[src/rtl/fpsynth_pkg.sv]
// Shared definitions for the multiplier arbiter: FSM encoding, timeout default and
// counter sizing helper.
package fpsynth_pkg;

    typedef enum logic [1:0] {
        StIdle = 2'd0,
        StRun  = 2'd1,
        StResp = 2'd2
    } state_e;

    localparam int unsigned TimeoutDefault = 63;

    // Width of a counter that must reach the value t inclusive.
    function automatic int unsigned cnt_width(input int unsigned t);
        return (t > 0) ? $clog2(t + 1) : 1;
    endfunction

endpackage

[src/rtl/rr_pick.sv]
// Round-robin priority picker: the search starts one past the last served index and
// returns the first asserted request as a one-hot winner plus its index.
module rr_pick #(
    parameter int unsigned NREQ = 4
) (
    input  logic [NREQ-1:0]         req_i,
    input  logic [$clog2(NREQ)-1:0] last_i,
    output logic [NREQ-1:0]         winner_o,
    output logic [$clog2(NREQ)-1:0] idx_o,
    output logic                    valid_o
);

    localparam int unsigned IdxW = $clog2(NREQ);

    always_comb begin
        int unsigned cand;
        logic        found;
        cand     = 0;
        found    = 1'b0;
        winner_o = '0;
        idx_o    = '0;
        for (int unsigned off = 1; off <= NREQ; off++) begin
            cand = (32'(last_i) + off) % NREQ;
            if (!found && req_i[cand]) begin
                found          = 1'b1;
                winner_o[cand] = 1'b1;
                idx_o          = IdxW'(cand);
            end
        end
        valid_o = found;
    end

endmodule

[src/rtl/fpmult_arbiter.sv]
// Round-robin arbiter sharing one external floating-point multiplier among NREQ
// requesters, with a per-job timeout and a parked (reset) multiplier between jobs.
module fpmult_arbiter
    import fpsynth_pkg::*;
#(
    parameter int unsigned NREQ    = 4,
    parameter int unsigned TIMEOUT = TimeoutDefault
) (
    input  logic                 clk_i,
    input  logic                 reset_i,
    input  logic [NREQ-1:0]      req_i,
    input  logic [32*NREQ-1:0]   req_dataa_i,
    input  logic [32*NREQ-1:0]   req_datab_i,
    output logic [NREQ-1:0]      grant_o,
    output logic [NREQ-1:0]      resp_valid_o,
    output logic [31:0]          resp_result_o,
    output logic                 resp_err_o,
    output logic                 busy_o,
    output logic                 mult_reset_o,
    output logic [31:0]          mult_dataa_o,
    output logic [31:0]          mult_datab_o,
    input  logic [31:0]          mult_result_i,
    input  logic                 mult_done_i
);

    localparam int unsigned IdxW = $clog2(NREQ);
    localparam int unsigned CntW = cnt_width(TIMEOUT);

    state_e              state_q, state_d;
    logic [IdxW-1:0]     last_q, last_d;
    logic [IdxW-1:0]     owner_q, owner_d;
    logic [CntW-1:0]     cnt_q, cnt_d;
    logic [NREQ-1:0]     grant_q, grant_d;
    logic [NREQ-1:0]     rv_q, rv_d;
    logic [31:0]         res_q, res_d;
    logic                err_q, err_d;
    logic [31:0]         da_q, da_d;
    logic [31:0]         db_q, db_d;

    logic [NREQ-1:0]     pick_onehot;
    logic [IdxW-1:0]     pick_idx;
    logic                pick_valid;

    rr_pick #(
        .NREQ (NREQ)
    ) u_rr_pick (
        .req_i    (req_i),
        .last_i   (last_q),
        .winner_o (pick_onehot),
        .idx_o    (pick_idx),
        .valid_o  (pick_valid)
    );

    always_comb begin
        logic finish;
        state_d = state_q;
        last_d  = last_q;
        owner_d = owner_q;
        cnt_d   = cnt_q;
        grant_d = '0;
        rv_d    = '0;
        res_d   = res_q;
        err_d   = err_q;
        da_d    = da_q;
        db_d    = db_q;
        finish  = 1'b0;

        unique case (state_q)
            StIdle: begin
                if (pick_valid) begin
                    owner_d = pick_idx;
                    grant_d = pick_onehot;
                    for (int i = 0; i < NREQ; i++) begin
                        if (pick_onehot[i]) begin
                            da_d = req_dataa_i[32*i +: 32];
                            db_d = req_datab_i[32*i +: 32];
                        end
                    end
                    cnt_d   = '0;
                    state_d = StRun;
                end
            end
            StRun: begin
                // A completion on the timeout cycle still counts as a good result.
                if (mult_done_i) begin
                    res_d  = mult_result_i;
                    err_d  = 1'b0;
                    finish = 1'b1;
                end else if (cnt_q == CntW'(TIMEOUT)) begin
                    res_d  = '0;
                    err_d  = 1'b1;
                    finish = 1'b1;
                end else begin
                    cnt_d = cnt_q + 1'b1;
                end
            end
            StResp: begin
                state_d = StIdle;
            end
            default: begin
                state_d = StIdle;
            end
        endcase

        if (finish) begin
            rv_d    = NREQ'(1) << owner_q;
            last_d  = owner_q;
            state_d = StResp;
        end
    end

    always_ff @(posedge clk_i or posedge reset_i) begin
        if (reset_i) begin
            state_q <= StIdle;
            last_q  <= IdxW'(NREQ - 1);
            owner_q <= '0;
            cnt_q   <= '0;
            grant_q <= '0;
            rv_q    <= '0;
            res_q   <= '0;
            err_q   <= 1'b0;
            da_q    <= '0;
            db_q    <= '0;
        end else begin
            state_q <= state_d;
            last_q  <= last_d;
            owner_q <= owner_d;
            cnt_q   <= cnt_d;
            grant_q <= grant_d;
            rv_q    <= rv_d;
            res_q   <= res_d;
            err_q   <= err_d;
            da_q    <= da_d;
            db_q    <= db_d;
        end
    end

    // The multiplier only runs in RUN; IDLE and RESP both keep it parked.
    assign mult_reset_o  = (state_q != StRun);
    assign busy_o        = (state_q != StIdle);
    assign grant_o       = grant_q;
    assign resp_valid_o  = rv_q;
    assign resp_result_o = res_q;
    assign resp_err_o    = err_q;
    assign mult_dataa_o  = da_q;
    assign mult_datab_o  = db_q;

endmodule
[config.mk]
export PLATFORM = sky130hd
export DESIGN_NAME = fpmult_arbiter
export DESIGN_NICKNAME = d
export VERILOG_FILES = /design/src/rtl/fpsynth_pkg.sv /design/src/rtl/rr_pick.sv /design/src/rtl/fpmult_arbiter.sv
export SDC_FILE = /design/constraint.sdc
export NUM_CORES = 1
export LEC_CHECK = 0
export CAP_MARGIN = 25
export CORE_AREA = 8 8 150 152
export CTS_CLUSTER_DIAMETER = 200
export DETAILED_ROUTE_END_ITERATION = 10
export DIE_AREA = 0 0 158 160
export HOLD_SLACK_MARGIN = 0.02
export PLACE_DENSITY = 0.71
export SYNTH_ARGS = -nofsm -noshare
export SYNTH_HDL_FRONTEND = slang
export SYNTH_HIERARCHICAL = 1
export SYNTH_SLANG_ARGS = --single-unit
export TNS_END_PERCENT = 5
[constraint.sdc]
create_clock -name clk_i -period 5 [get_ports clk_i]
set_input_delay 1.5 -clock clk_i [delete_from_list [all_inputs] [get_ports clk_i]]
set_output_delay 1.5 -clock clk_i [all_outputs]
set_load 0.005 [all_outputs]
# ---- Word level (Yosys, flattened, before mapping)
# Index checks and enable logic that the tools add are counted.
dict set report word_totals {
  register_bits 117
  input_bits 295
  out_inout_bits 107
  wordCells 108
}
dict set report op_classes {
  n_addsub 5
  n_lt_le_gt_ge 8
  eq_ne 8
  shifts 1
  mux 53
  bitwise 3
  n_reduce_logical 20
}
# op count
set op_table {}
lappend op_table {{$mux W32} 10}
lappend op_table {{$mux W4} 7}
lappend op_table {{$mux W6} 3}
lappend op_table {{$mux W1} 17}
lappend op_table {{$lt A2 B3 Y1 const B} 4}
lappend op_table {{$mux W2} 6}
lappend op_table {{$or A4 B4 Y4} 3}
lappend op_table {{$pmux W6 S2} 1}
lappend op_table {{$bmux W1 S2} 4}
lappend op_table {{$demux W1 S2} 4}
lappend op_table {{$ge A2 B1 Y1 const B} 4}
lappend op_table {{$ne A2 B2 Y1 const B} 4}
lappend op_table {{$logic_and A1 B1 Y1} 7}
lappend op_table {{$add A6 B1 Y6 const B} 1}
lappend op_table {{$eq A6 B6 Y1 const B} 1}
lappend op_table {{$reduce_and A2 Y1} 3}
lappend op_table {{$reduce_bool A2 Y1} 3}
lappend op_table {{$add A2 B1 Y2 const B} 2}
lappend op_table {{$add A2 B2 Y2 const B} 2}
lappend op_table {{$pmux W2 S2} 1}
lappend op_table {{$reduce_and A4 Y1} 1}
lappend op_table {{$reduce_bool A4 Y1} 1}
lappend op_table {{$shl A1 B2 Y4 const A} 1}
lappend op_table {{$logic_not A1 Y1} 3}
lappend op_table {{5 further kinds} 5}

# ---- Logic depth before layout (Yosys ltp)
# Gate-level depths: netlist of the first run.
dict set report logic_depth {
  ltp_word 17
  mapped_depth 15
  mapped_depth_nobuf 10
}

# ---- Hierarchy
# The synthesis of the first run kept the hierarchy.
# module n_inst cells_each area_per_inst_um2 seq_area_each_um2
set modules_own_cells {}
lappend modules_own_cells {fpmult_arbiter 1 651 6338.6 2930.3}
lappend modules_own_cells {rr_pick 1 68 525.5 0.0}

# ---- Worst setup path before layout of the first run
# Ideal clock, no wire load.
dict set report synth_timing {
  path_type {input port to flip-flop}
  from {in req_i[0]}
  to {reg db_q[11], in the netlist mult_datab_o[11]}
  setup_time_ns 0.126
  arrival_ns 3.570
  t_required_ns 4.874
  setup_slack_ns 1.304
  stages 11
  n_path_buf 4
  cell_sequence {buf_6 > mux4_2 > nand2_1 > o21ai_1 > a221o_1 > buf_2 > o41a_1 > buf_4 > buf_2 > nor2_1 > a21oi_1}
}
dict set report synth_between {
  elab_cells_between_ends 30
  cone_classes {mux: 19; bitwise: 3; reduce/logical: 8}
}
# element line_no
set synth_lines {}
lappend synth_lines {{start, declared} fpmult_arbiter.sv:11} ;# input logic [NREQ-1:0] req_i,
lappend synth_lines {{$bmux W1 S2} rr_pick.sv:24} ;# if (!found && req_i[cand]) begin
lappend synth_lines {{$mux W1 (implied by the code)} rr_pick.sv:24}
lappend synth_lines {{$mux W1} rr_pick.sv:24}
lappend synth_lines {{$logic_not A1 Y1} rr_pick.sv:24}
lappend synth_lines {{$logic_and A1 B1 Y1} rr_pick.sv:24}
lappend synth_lines {{$mux W1} rr_pick.sv:24}
lappend synth_lines {{$logic_not A1 Y1} rr_pick.sv:24}
lappend synth_lines {{$logic_and A1 B1 Y1} rr_pick.sv:24}
lappend synth_lines {{$mux W1} rr_pick.sv:24}
lappend synth_lines {{$logic_not A1 Y1} rr_pick.sv:24}
lappend synth_lines {{$logic_and A1 B1 Y1} rr_pick.sv:24}
lappend synth_lines {{$mux W4 (*)} rr_pick.sv:24}
lappend synth_lines {{net pick_onehot[2]} fpmult_arbiter.sv:40} ;# logic [NREQ-1:0] pick_onehot;
lappend synth_lines {{$reduce_bool A4 Y1 (no source line) or $mux W32 (tied branches)} -}
lappend synth_lines {{$reduce_and A3 Y1 (no source line) or $mux W32 (tied branches)} -}
lappend synth_lines {{end signal, assigned} fpmult_arbiter.sv:123} ;# db_q <= '0;
lappend synth_lines {{end signal, assigned} fpmult_arbiter.sv:134} ;# db_q <= db_d;
lappend synth_lines {{end, declared} fpmult_arbiter.sv:38} ;# logic [31:0] db_q, db_d;
# The timed path passes the listed nets; every way through them passes the cells marked *. The select of a mux whose other input is x is not followed.
# A chain may end at the register's enable or synchronous reset.

# ---- Worst setup path after layout of the first run
dict set report layout_timing {
  from {in req_i[0]}
  to {reg da_q[8], in the netlist mult_dataa_o[8]}
}
dict set report layout_between {
  elab_chain_cells 15
  elab_cells_between_ends 30
  cone_classes {mux: 19; bitwise: 3; reduce/logical: 8}
}
# element line_no
set layout_rtl {}
lappend layout_rtl {{$bmux W1 S2} rr_pick.sv:24}
lappend layout_rtl {{$mux W1 (implied by the code)} rr_pick.sv:24}
lappend layout_rtl {{$mux W1} rr_pick.sv:24}
lappend layout_rtl {{$logic_not A1 Y1} rr_pick.sv:24}
lappend layout_rtl {{$logic_and A1 B1 Y1} rr_pick.sv:24}
lappend layout_rtl {{$mux W1} rr_pick.sv:24}
lappend layout_rtl {{$logic_not A1 Y1} rr_pick.sv:24}
lappend layout_rtl {{$logic_and A1 B1 Y1} rr_pick.sv:24}
lappend layout_rtl {{$mux W1} rr_pick.sv:24}
lappend layout_rtl {{$logic_not A1 Y1} rr_pick.sv:24}
lappend layout_rtl {{$logic_and A1 B1 Y1} rr_pick.sv:24}
lappend layout_rtl {{$mux W4 (*)} rr_pick.sv:24}
lappend layout_rtl {{net pick_onehot[1]} fpmult_arbiter.sv:40}
lappend layout_rtl {{$mux W32 (3 in series)} fpmult_arbiter.sv:74} ;# if (pick_onehot[i]) begin
lappend layout_rtl {{end signal, assigned} fpmult_arbiter.sv:122} ;# da_q <= '0;
lappend layout_rtl {{end signal, assigned} fpmult_arbiter.sv:133} ;# da_q <= da_d;
lappend layout_rtl {{end, declared} fpmult_arbiter.sv:37} ;# logic [31:0] da_q, da_d;
# Marked as above.

==> results of run 1 <==
-- cells in the final DEF (no fill, tap or decap), types with 3 or more instances in the layout --
cell type,netlist,routed
clkdlybuf4s50_1,0,401
mux2i_1,130,130
dfrtp_1,115,115
nand2_1,80,80
nor2_1,74,74
a21oi_1,71,71
o21ai_0,70,70
a22o_1,32,32
clkbuf_16,0,17
diode_2,0,10
ha_1,9,9
nand3_1,8,8
inv_1,8,7
and2_1,5,5
buf_12,0,5
o21ai_1,5,5
a31oi_1,3,3
clkinv_2,0,3
clkinv_4,0,3
clkinvlp_4,0,3
bufinv_16,0,3
buf_4,4,3
a221o_4,0,3
-- state kept, by name, summed over array words and instances, names as in the netlist, 4 cells and up --
name,flops
cnt_q,6
grant_o,4
mult_dataa_o,32
mult_datab_o,32
resp_result_o,32
resp_valid_o,4
-- power groups by stage --
stage	registers (mW)	clock network [mW]	logic, mW
4_1_cts	1.78	1.28	5.06
5_1_grt	1.84	1.33	5.49
3_5_place_dp	1.78	0	5.04
3_3_place_gp	1.78	0	4.96
6_report	1.77	1.25	4.97
2_1_floorplan	1.74	0	3.16
-- kinds of logic after synthesis --
logic type	count (synthesis)	share of synthesized area
mux	136	0.204
simple gates	187	0.120
flops	117	0.427
buf+inv	66	0.0510
compound gates	204	0.182
fa+ha+maj	9	0.0164
-- final timing paths --
path | end | start
worst max register to register | mult_dataa_o[8]$_DFFE_PP0P_ | last_q[0]$_DFFE_PP1P_
worst max-delay path | mult_dataa_o[8]$_DFFE_PP0P_ | req_i[0]
max in group asynchronous | mult_dataa_o[14]$_DFFE_PP0P_ | reset_i
min in group asynchronous | resp_result_o[25]$_DFFE_PP0P_ | reset_i
worst min register to register | resp_result_o[20]$_DFFE_PP0P_ | resp_result_o[20]$_DFFE_PP0P_
worst min-delay path | resp_result_o[20]$_DFFE_PP0P_ | resp_result_o[20]$_DFFE_PP0P_
-- final cells by class --
cell class / count / area share
repair buffers: 410 / 0.355
diodes: 10 / 0.00214
clock inverters: 12 / 0.0131
clock buffers: 20 / 0.0390
multi-input cells: 536 / 0.309
flip-flops and latches: 117 / 0.250
inverters: 9 / 0.00310
well taps: 270 / 0.0288
-- layer usage --
layer | part of all wire | up-vias
li1 | - | 3320
met1 | 0.38 | 3199
met2 | 0.49 | 272
met3 | 0.10 | 32
met4 | 0.025 | 2
met5 | 0.00046 | -
-- worst register-to-register path, stage by stage, from the launching register on --
cell and delay, ps:
dfstp_2 740, inv_2 150, ha_1 550, mux2i_4 390, o21ai_1 120, a221o_4 410, o41a_2 510, buf_4 360
nor2_1 260, a21oi_1 80
-- through the flow --
stage / worst slack (ps) / instance area [sq um]
2_1_floorplan: 403 / 6860
3_3_place_gp: 495 / 11100
3_5_place_dp: 415 / 11100
4_1_cts: 758 / 11700
5_1_grt: 640 / 11700
6_report: 741 / 11700
==> results by stage, run 1 <==
STA:
- The post-route minimum period is about 4300 ps.
- The maximum operating frequency is roughly 230 MHz.
- Of the available clock period, the critical path in the final layout requires 0.852.
- The largest clock skew in the final design is just over 9 ps.
- The number of endpoints with negative hold slack in the final report came to 0.
- The max-slew violation total from the final report is 0.
- Setup total negative slack on the finished layout was measured at 0 ps.
- Setup violations remaining at the end of the flow were counted as 0.
- The final-layout worst hold slack is ~500 ps.
- The worst relative slew slack is 0.498.
- The slew of the pin with the lowest slew margin is roughly 750 ps.
- Setup repair after global routing left no endpoint under its margin.

Setup path:
- Among all stages on the critical path, the largest delay is contributed by mux4_2.
- The highest fanout seen on the critical path is 80.
- Among cell families on the critical path, the largest total delay comes from compound AO/OA/AOI/OAI gates.
- Walking the worst path, the cells encountered are clkdlybuf4s50_1 -> mux4_2 -> nand2_1 -> o21ai_1 -> a221o_4 -> o41a_2 -> buf_4 -> nor2_1 -> a21oi_1.
- The largest single stage delay on the critical path is about 640 ps.
- The worst setup path is launched from a primary input.
- The type of the worst setup path is primary input to register.
- Across all register-to-register paths, the minimum setup slack is 1260 ps.
- The number of cells on the worst reg-to-reg path is 9.
- Data on the critical path arrives at its endpoint at ~4500 ps.
- The critical path data required time is 5240 ps.
- The kind of end point of the critical path is a register.
- The critical path contains buffers and inverters numbering 2 combined.
- The number of logic stages on the critical path including buffering is 9.

Place:
- After legalization and detailed placement, the total HPWL measured about 22,000 um.
- The cell total after placement is between 1,000 and 1,500.
- Routability-driven placement finished with a final weighted congestion of ~0.88.
- The count of buffers from port buffering is roughly 400.

Synthesis:
- Averaged over all synthesized cells, the footprint is around 9.5 sq um.
- The number of standard cells after synthesis is around 720.
- The share of synthesized area in the top cell type comes to 0.419.
- The post-synthesis register bit count is approximately 120.
- The most frequent cell after synthesis is mux2i_1.
- The sequential element share of the synthesized area is 0.427.
- In the synthesized netlist the dominant register cell turns out to be dfrtp_1.
- The number of nets produced by synthesis is 1,023.
- After synthesis, the most frequently instantiated cells are mux2i_1, dfrtp_1, nand2_1.
- The dominant cell type by area after synthesis is dfrtp_1.
- Ranked by total cell area, the synthesized netlist is headed by dfrtp_1, mux2i_1, a21oi_1.
- The async set-or-reset flop fraction in the synthesized netlist is 1.00.
- The distinct cell type count after synthesis is 55.
- In this run the cell area of the synthesized design comes to ~6900 sq um.
- The number of flops mapped to enable cells by yosys is 0.
- The total of warnings raised by yosys is 6.

Pwr:
- The completed layout was analyzed and its total power is about 8 mW.
- The analysis attributes to net switching a power of 3.30 mW.
- The power per standard cell area is 683 nW/um^2.
- The static leakage is between 4 and 5 nW.
- The share of total power dissipated in combinational logic is 0.622.
- Of the total power, the share spent switching nets is 0.413.
- The share of total power dissipated in the clock network is 0.156.
- VDD sags by at most a little under 0.0007 V.
- Of the total power, registers draw 0.222.
- The internal power contribution is between 4 and 5 mW.

Worst hold path:
- The worst hold path belongs to the class register to register.
- Along the worst hold path, the cell count comes to 1.

CTS:
- The maximum clock insertion buffer count is 2.
- The clock latency reported for the late side of the worst-skew pair is slightly above 400 ps.
- The number of clock buffers added by TritonCTS is 17.
- The clock tree from TritonCTS is yes.
- The H-tree was split into 4 levels.
- In this run, post-CTS repair resized a total of 0 instances.
- Post-CTS timing repair inserted 0 buffers for setup.
- Clock-pin slew was measured on the worst setup and hold paths at roughly 60 ps.
- The number of buffers inserted by hold repair at cts is 0.
- CTS saw roughly 120 sinks.
- The tree is rooted in a clkbuf_16.

Die:
- For this design the top-level I/O count stands at 402.
- The site row count is 52.
- The initial core utilization is 0.343.
- The area of the core is approximately 20,000 sq um.
- In this run the horizontal extent of the chip is 158 um.
- The height of the die is roughly 160 um.
- The total die area is 25,300 sq um.

Drt:
- For this block, the initial DRC count from the detailed router was around 400.
- The number of DRC violations after detailed routing is 0.
- The number of vias per cell after detailed routing is 4.93.
- Dividing the detail-routed wire length by the instance count gives between 20 and 25 um.
- The count of antenna-violating nets left after detailed routing is 0.
- The total number of vias is around 7,000.
- Wires add up to 28,100 um.
- The count of TritonRoute iterations in the first routing pass is 5.

Finish:
- The number of nets in the layout is approximately 1,400.
- The footprint of the multi-input gates is 3620 sq um.
- The final cell utilization of the core is 0.584.
- The synthesis-to-finish area growth is 70.6%.
- The fraction of final layout cells with drive strength greater than 1 is 0.0625.
- The area used by sequential logic in the layout is 2930 sq um.
- The number of standard cells in the layout, taps in and fillers out is about 1,400.
- The fill cell instance count of the final layout is ~1,800.

GRT:
- Entering global routing, the biggest net connects 130 pins.
- For met1 alone, demand over resource in global routing was 0.237.
- In this run the most used layer during global routing was met2.
- The met2 usage is 0.363.
- The total global routing track utilization is 0.216.
- The via count of the first global-routing pass is about 7,000.
- The initial antenna violation count is 10.
- The wire length of the first global-routing pass is between 40,000 and 50,000 um.
- The final global-route overflow total is 0.
- The global routing usage on met3 is 0.0877.

Job:
- Max-cap violations in this run came to 0.

Outcome:
- The flow ran to the end, and the final reports show no timing, DRC or antenna violations.
Note: power is estimated with default switching activity, not from simulation.
==> run 2: changes to the inputs <==
--- a/config.mk
+++ b/config.mk
@@ -11,7 +11,8 @@
 export DETAILED_ROUTE_END_ITERATION = 10
 export DIE_AREA = 0 0 158 160
 export HOLD_SLACK_MARGIN = 0.02
-export PLACE_DENSITY = 0.71
+export PLACE_DENSITY = 0.74
+export SETUP_SLACK_MARGIN = 0.3
 export SYNTH_ARGS = -nofsm -noshare
 export SYNTH_HDL_FRONTEND = slang
 export SYNTH_HIERARCHICAL = 1
==> run 2 against run 1 <==
Effect of this change:
- clock-buffer cell count shrank 3
- cell area grew 0.36%
- utilization grew 0.21 points
- flip-flop and latch count is the same
- worst setup slack lost 17 ps
- power grew 1.4%
- die area is the same
- sequential share of layout area shrank 0.090 points
- via count shrank 0.37%
- hold slack gained 3.3 ps
- critical path depth grew 2
- cell count shrank 0.43%
- largest cell class unchanged
==> results by stage, run 2 (synthesis results as in run 1) <==
Outcome:
- The run finished with clean final reports.

Setup path:
- The number of buffers and inverters on the critical path is 2.
- Measured in cells, the most critical reg-to-reg path has a length of 9.
- The worst register-to-register path has a setup slack of around 1200 ps.
- The kind of end point of the critical path is a register.
- The largest individual stage delay along the critical path comes from the cell clkdlybuf4s50_1.
- Walking the worst path, the cells encountered are clkdlybuf4s50_1 -> or3b_1 -> o21ai_1 -> a21oi_1 -> o22ai_2 -> a221o_4 -> buf_12 -> mux2i_1 -> o21ai_0 -> mux2i_1 -> a21oi_1.
- By startpoint and endpoint, the worst setup path is classified as primary input to register.
- The highest fanout seen on the critical path is 24.
- Data on the critical path is required at its endpoint by roughly 5300 ps.
- The family of cells with the greatest summed delay on the critical path is compound AO/OA/AOI/OAI gates.
- The largest single stage delay on the critical path is around 660 ps.
- The worst setup path is launched from a primary input.
- In this run the critical register-to-register path is launched from last_q[0]$_DFFE_PP1P_.
- The arrival time at the worst endpoint is approximately 4600 ps.
- The worst register-to-register path ends at mult_datab_o[29]$_DFFE_PP0P_.

Finish:
- The leading cell type in the layout, fill and taps excluded is clkdlybuf4s50_1.
- The library cells used most frequently in the layout, excluding fill and tap cells, are clkdlybuf4s50_1, mux2i_1, dfrtp_1, nand2_1, nor2_1.
- The finished layout holds 1,378 standard cells, fillers aside.
- The synthesis-to-finish area growth is 71.2%.
- The fraction of final layout cells with drive strength greater than 1 is 0.0634.
- The final layout contains between 1,000 and 1,500 nets.
- The post-route cell area is roughly 12,000 sq um.

Worst hold path:
- The worst hold path depth is 1.
- The startpoint of the tightest hold check path is resp_result_o[27]$_DFFE_PP0P_.
- The path class of the tightest hold or removal check is register to register.
- For hold timing, the worst endpoint is resp_result_o[27]$_DFFE_PP0P_.

CTS:
- Counting the buffers created by CTS gives 17.
- The sink count of the clock tree is between 100 and 150.
- The clock reaches the later pin of the worst-skew pair after around 420 ps.
- Buffers inserted to repair hold after CTS numbered 0.
- In this run the post-CTS setup repair buffer count came out at 0.
- The clock transition at the registers of the reported paths is around 60 ps.
- TritonCTS built the clock tree.
- The tree is rooted in a clkbuf_16.
- The post-cts gate resize count is 0.
- The maximum clock insertion buffer count is 2.
- The H-tree depth reported by CTS is 4.

Place:
- Including well taps, the total number of placed cells is around 1,300.
- Before CTS, the worst setup slack after placement is between 200 and 250 ps.
- The final HPWL from detailed placement is about 21,000 um.
- Once placement finished, the instance area stood at roughly 11,000 sq um.
- The final weighted congestion in routability-driven placement is around 0.87.
- Input and output buffers added on the ports amount to 401.

GRT:
- The first global-routing pass estimated approximately 42,000 um of wire.
- For this run, global-route usage on met2 was measured as 0.364.
- The global routing usage on met1 is 0.244.
- In this run the most used layer during global routing was met2.
- Entering global routing, the biggest net connects 129 pins.
- The via count of the first global-routing pass is 7,219.
- In the global route stage, met3 resource usage came out at 0.0769.
- The initial antenna violation count is 6.
- The final global-route overflow total is 0.
- The total global routing track utilization is 0.215.

STA:
- The max-slew violation total from the final report is 0.
- Setup violations remaining at the end of the flow were counted as 0.
- Setup repair after global routing left no endpoint under its margin.
- The number of endpoints with negative hold slack in the final report is 0.
- The final-layout setup total negative slack is 0 ps.
- After layout, the minimum clock period comes to approximately 4300 ps.
- Derived from the worst setup path, the maximum achievable clock frequency is about 230 MHz.
- The slew of the pin with the lowest slew margin is approximately 840 ps.
- Measured against its own limit, the worst slew margin works out to 0.439.
- The final-layout worst hold slack is approximately 500 ps.
- Of the available clock period, the critical path in the final layout requires 0.855.
- Clock skew on the completed layout was measured at around 8.6 ps.
- In the post-route analysis, the smallest setup slack over all paths is roughly 720 ps.

Die:
- The floorplan step defined a die boundary enclosing 25,300 sq um.
- The count of pins on the block boundary is around 400.
- The initial utilization of the core area, before any placement, comes to 0.343.
- From left edge to right edge, the die measures approximately 160 um.
- In this run the vertical extent of the chip is 160 um.
- The site row count is 52.
- The area of the core is between 20,000 and 25,000 sq um.

Pwr:
- The maximum ir drop on the vdd rail is ~0.00088 V.
- The static leakage is ~4.7 nW.
- The power per standard cell area is approximately 690 nW/um^2.

Drt:
- The routed design has 27,700 um of wire.
- For this run, design rule violations remaining after detail routing come to 0.
- The average wire per cell in the routed design is about 20 um.
- Dividing the detail-routed via count by the number of cells gives about 4.9.
- The count of antenna-violating nets left after detailed routing is 0.
- The final route contains slightly below 7,000 vias.
- The number of violations reported at the end of detailed-routing iteration 0 is around 400.
- The first detailed-routing pass ran for 5 iterations.

Job:
- Across the run, the number of max-cap violations was 0.
run 2: worst max path at each step:
stage | from | end | slack (ps) | depth (start not counted)
after CTS | req_i[2] | mult_datab_o[10]$_DFFE_PP0P_ | 680 | 11
final | req_i[2] | mult_datab_o[10]$_DFFE_PP0P_ | 720 | 11
after global placement | req_i[2] | mult_datab_o[10]$_DFFE_PP0P_ | 320 | 11
after floorplan | reset_i | cnt_q[0]$_DFFE_PP0P_ | 400 | 1
after detailed placement | req_i[2] | mult_datab_o[10]$_DFFE_PP0P_ | 240 | 11
after global routing | req_i[2] | mult_datab_o[10]$_DFFE_PP0P_ | 460 | 11
run 2: final cells by class:
type,instances,area [sq um]
Antenna cell,4,10.0
Fill cell,1754,8290
Inverter,9,36.3
Multi-Input combinational cell,536,3620
Clock buffer,17,425
Clock inverter,15,218
Tap cell,270,338
Timing Repair Buffer,410,4180
Sequential cell,117,2930
run 2: layer usage:
metal / up-vias / wire length [um]
met5: - / 27
met3: 48 / 2710
li1: 3303 / -
met1: 3160 / 10900
met4: 4 / 729
met2: 285 / 13300
run 2: through the flow:
| stage | util | total power, mW |
|---|---|---|
| 4_1_cts | 0.586 | 8.22 |
| 5_1_grt | 0.586 | 8.78 |
| 3_3_place_gp | 0.553 | 6.72 |
| 6_report | 0.586 | 8.11 |
| 2_1_floorplan | - | 4.90 |
| 3_5_place_dp | 0.554 | 6.84 |
run 2: report_power, final:
| group | total, mW | switching, mW | internal (mW) |
|---|---|---|---|
| combinational | 5.01 | 2.54 | 2.47 |
| clock | 1.35 | 0.496 | 0.850 |
| sequential | 1.76 | 0.319 | 1.44 |
| total | 8.11 | 3.35 | 4.76 |
==> run 3: changes to the inputs <==
--- a/config.mk
+++ b/config.mk
@@ -6,12 +6,15 @@
 export NUM_CORES = 1
 export LEC_CHECK = 0
 export CAP_MARGIN = 25
-export CORE_AREA = 8 8 150 152
+export CELL_PAD_IN_SITES_DETAIL_PLACEMENT = 0
+export CELL_PAD_IN_SITES_GLOBAL_PLACEMENT = 2
+export CORE_MARGIN = 8
+export CORE_UTILIZATION = 21
 export CTS_CLUSTER_DIAMETER = 200
 export DETAILED_ROUTE_END_ITERATION = 10
-export DIE_AREA = 0 0 158 160
 export HOLD_SLACK_MARGIN = 0.02
-export PLACE_DENSITY = 0.74
+export MAX_ROUTING_LAYER = met4
+export PLACE_DENSITY_LB_ADDON = 0.1
 export SETUP_SLACK_MARGIN = 0.3
 export SYNTH_ARGS = -nofsm -noshare
 export SYNTH_HDL_FRONTEND = slang
==> run 3 against run 2 <==
Effect of this change:
- power rose by 0.59%
- critical path type unchanged
- flip-flop and latch count did not move
- die area rose by 53%
- sequential share of layout area fell by 0.39 points
- first-iteration DRC count fell by 25%
- sequential power barely moved
- cell area rose by 1.6%
- clock-buffer cell count rose by 1
- global-route usage fell by 5.0 points
- register-to-register slack got worse by 90 ps
- non-clock buffer count rose by 7
==> results by stage, run 3 (synthesis results as in run 1) <==
Outcome:
- The flow ran to the end, and the final reports show no timing, DRC or antenna violations.

STA:
- The number of endpoints with negative hold slack in the final report came to 0.
- The slew of the pin with the lowest slew margin is 732 ps.
- For this run, the top clock speed supported by timing is around 230 MHz.
- The post-route minimum period is 4400 ps.
- The worst relative slew slack is 0.512.
- Setup repair after global routing left no endpoint under its margin.
- The max-slew violation total from the final report is 0.
- Setup violations remaining at the end of the flow were counted as 0.
- Across the routed clock network, the largest skew measured is approximately 16 ps.
- The share of the clock period used by the worst path after layout is 0.880.
- The final-layout setup total negative slack is 0 ps.

Finish:
- The leading cell type in the layout, fill and taps excluded is clkdlybuf4s50_1.
- The synthesis-to-finish area growth is 74.0%.
- Of the cells placed in the final design, the portion with a size suffix greater than 1 is 0.0693.
- In the layout the commonest cells are clkdlybuf4s50_1, mux2i_1, dfrtp_1, nand2_1, nor2_1.
- After routing the design area is between 10,000 and 15,000 sq um.
- The number of nets in the layout is between 1,000 and 1,500.
- The fill cell instance count of the final layout is roughly 3,300.

Drt:
- The highest metal layer with signal wires is met4.
- After detailed routing, the number of remaining DRC violations is 0.
- The final wirelength is 32,100 um.
- In this run the remaining antenna-violating nets after routing total 0.
- In the routed layout, each cell is associated on average with a via count of ~4.3.
- In the final routing, the length of wire on met1 measures ~14,000 um.
- Across all layers, the routed design uses between 6,000 and 7,000 vias.
- The routed wire length on met2 is 15,300 um.
- The first detailed-routing pass took 4 iterations.
- The met3 layer wire length in the routed design is between 2000 and 3000 um.
- In the final routed layout, each cell accounts on average for between 20 and 25 um.
- The number of violations reported at the end of detailed-routing iteration 0 is 300.

Setup path:
- Following the worst setup path forward leads to its endpoint at mult_dataa_o[18]$_DFFE_PP0P_.
- Along the worst path, the maximum fanout reaches 26.
- The family of cells with the greatest summed delay on the critical path is compound AO/OA/AOI/OAI gates.
- The startpoint of the most critical register-to-register path is last_q[0]$_DFFE_PP1P_.
- On the worst path, the slowest cell contributes a delay of ~670 ps.
- The minimum setup slack among reg-to-reg paths is about 1200 ps.
- The element type at the critical path start is a primary input.
- The kind of end point of the critical path is a register.
- The library cell contributing the largest single delay on the critical path is clkdlybuf4s50_1.
- The worst-case reg-to-reg path depth is 9.
- The number of buffers and inverters on the critical path is 2.
- At the worst endpoint, the required time is roughly 5300 ps.
- The critical path goes through clkdlybuf4s50_1 -> or3b_1 -> o21ai_1 -> a21oi_1 -> o22ai_2 -> a221o_4 -> buf_12 -> mux2i_1 -> o21ai_0 -> mux2i_1 -> a21oi_1.
- The arrival time at the worst endpoint is 4670 ps.
- The setup path with the least slack is of type primary input to register.
- In this run the worst setup path begins at req_i[2].
- The endpoint identified for the worst register-to-register timing path is mult_datab_o[21]$_DFFE_PP0P_.
- In this run the number of cells on the critical path is 11.

GRT:
- The via count of the first global-routing pass was roughly 7,100.
- The final global-route overflow total is 0.
- Entering global routing, the biggest net connects ~110 pins.
- The wire length of the first global-routing pass is 46,800 um.
- The initial antenna violation count came to 1.
- The total global routing track utilization is 0.165.

Place:
- The final HPWL from detailed placement is approximately 25,000 um.
- The cell area after placement is about 11,000 sq um.
- The count of buffers from port buffering is ~400.
- At the end of routability-driven placement, the weighted congestion stood at 0.840.

Die:
- From bottom edge to top edge, the die measures around 200 um.
- The total die area is between 30,000 and 40,000 sq um.
- The site row count is 66.
- The width of the die is approximately 200 um.
- The area of the core is 32,400 sq um.
- The count of pins on the block boundary is 402.
- The initial core utilization is 0.212.

Worst hold path:
- The worst hold-check path type is register to register.

Pwr:
- The power per standard cell area is just under 700 nW/um^2.
- Summed over all cells, the static leakage comes to ~4.7 nW.
- The maximum ir drop on the vdd rail is 0.000492 V.

CTS:
- The H-tree was split into 4 levels.
- Post-CTS timing repair inserted 0 buffers for setup.
- For this design, the sink count on the clock tree is approximately 120.
- For the worst-skew pair, the clock arrives at the later sink with an insertion delay of around 420 ps.
- Clock-pin slew was measured on the worst setup and hold paths at 60 ps.
- Clock tree synthesis inserted a total of 17 buffers.
- The maximum clock insertion buffer count is 2.
- Clock tree synthesis selected as its root buffer the cell clkbuf_16.
- Hold repair after CTS inserted 0 buffers.
- The post-cts gate resize count is 0.
- The clock tree from TritonCTS is yes.

Job:
- Max-cap violations in this run came to 0.
[run 3: changes by cell type in the layout (fill, tap and decap cells not counted)]
cell and delta:
buf_16 -1, buf_4 +8, bufinv_16 -2, clkbuf_8 +1, clkinv_2 +3, clkinv_4 +2
clkinvlp_4 +1, diode_2 -3, inv_6 -4, inv_8 -1
[run 3: layout make-up]
cell class / count / area, sq um / area share
clock buffer: 18 / 439 / 0.0368
sequential: 117 / 2930 / 0.245
antenna: 1 / 2.50 / 0.000210
clock inverter: 14 / 151 / 0.0127
timing repair buffer: 417 / 4210 / 0.353
inverter: 9 / 36.3 / 0.00304
multi-input combinational: 536 / 3620 / 0.303
tap: 442 / 553 / 0.0463
[run 3: metal layers]
layer / vias up / track usage
met3: 14 / 0.0595
met1: 3110 / 0.195
met4: 0 / 0.0357
li1: 3316 / -
met5: - / -
met2: 266 / 0.265
[run 3: power breakdown]
group / internal [mW] / total [mW] / leakage (nW) / switching, mW
logic: 2.51 / 5.15 / 3.04 / 2.64
registers: 1.44 / 1.76 / 1.38 / 0.325
clock network: 0.752 / 1.25 / 0.287 / 0.494
[run 3: stage by stage]
stage | hold WS, ps | cells | utilization | setup slack (ps) | total power, mW
finish | 502 | 1554 | 0.369 | 600 | 8.16
CTS | 504 | 1553 | 0.369 | 630 | 8.38
global placement | 482 | 1521 | 0.351 | 222 | 7.08
floorplan | 475 | 719 | - | 403 | 4.90
detailed placement | 482 | 1521 | 0.351 | 205 | 7.07
global route | 522 | 1554 | 0.369 | 397 | 8.90
[run 3: how the worst min path moves through the flow]
stage	cells past startpoint	endpoint	from	slack [ps]
floorplan	1	cnt_q[3]$_DFFE_PP0P_	cnt_q[3]$_DFFE_PP0P_	480
global placement	1	resp_result_o[25]$_DFFE_PP0P_	resp_result_o[25]$_DFFE_PP0P_	480
detailed placement	1	resp_result_o[26]$_DFFE_PP0P_	resp_result_o[26]$_DFFE_PP0P_	480
CTS	1	resp_result_o[7]$_DFFE_PP0P_	resp_result_o[7]$_DFFE_PP0P_	500
global route	1	resp_result_o[12]$_DFFE_PP0P_	resp_result_o[12]$_DFFE_PP0P_	520
finish	1	resp_result_o[10]$_DFFE_PP0P_	resp_result_o[10]$_DFFE_PP0P_	500
[run 3: worst register-to-register path, stage by stage (launching register included)]
cell and delay (ps):
dfstp_2 760, inv_2 150, ha_1 550, mux2i_4 400, o21ai_1 140, a221o_4 580, o41a_2 610, buf_12 230
nor2_1 240, a21oi_1 50
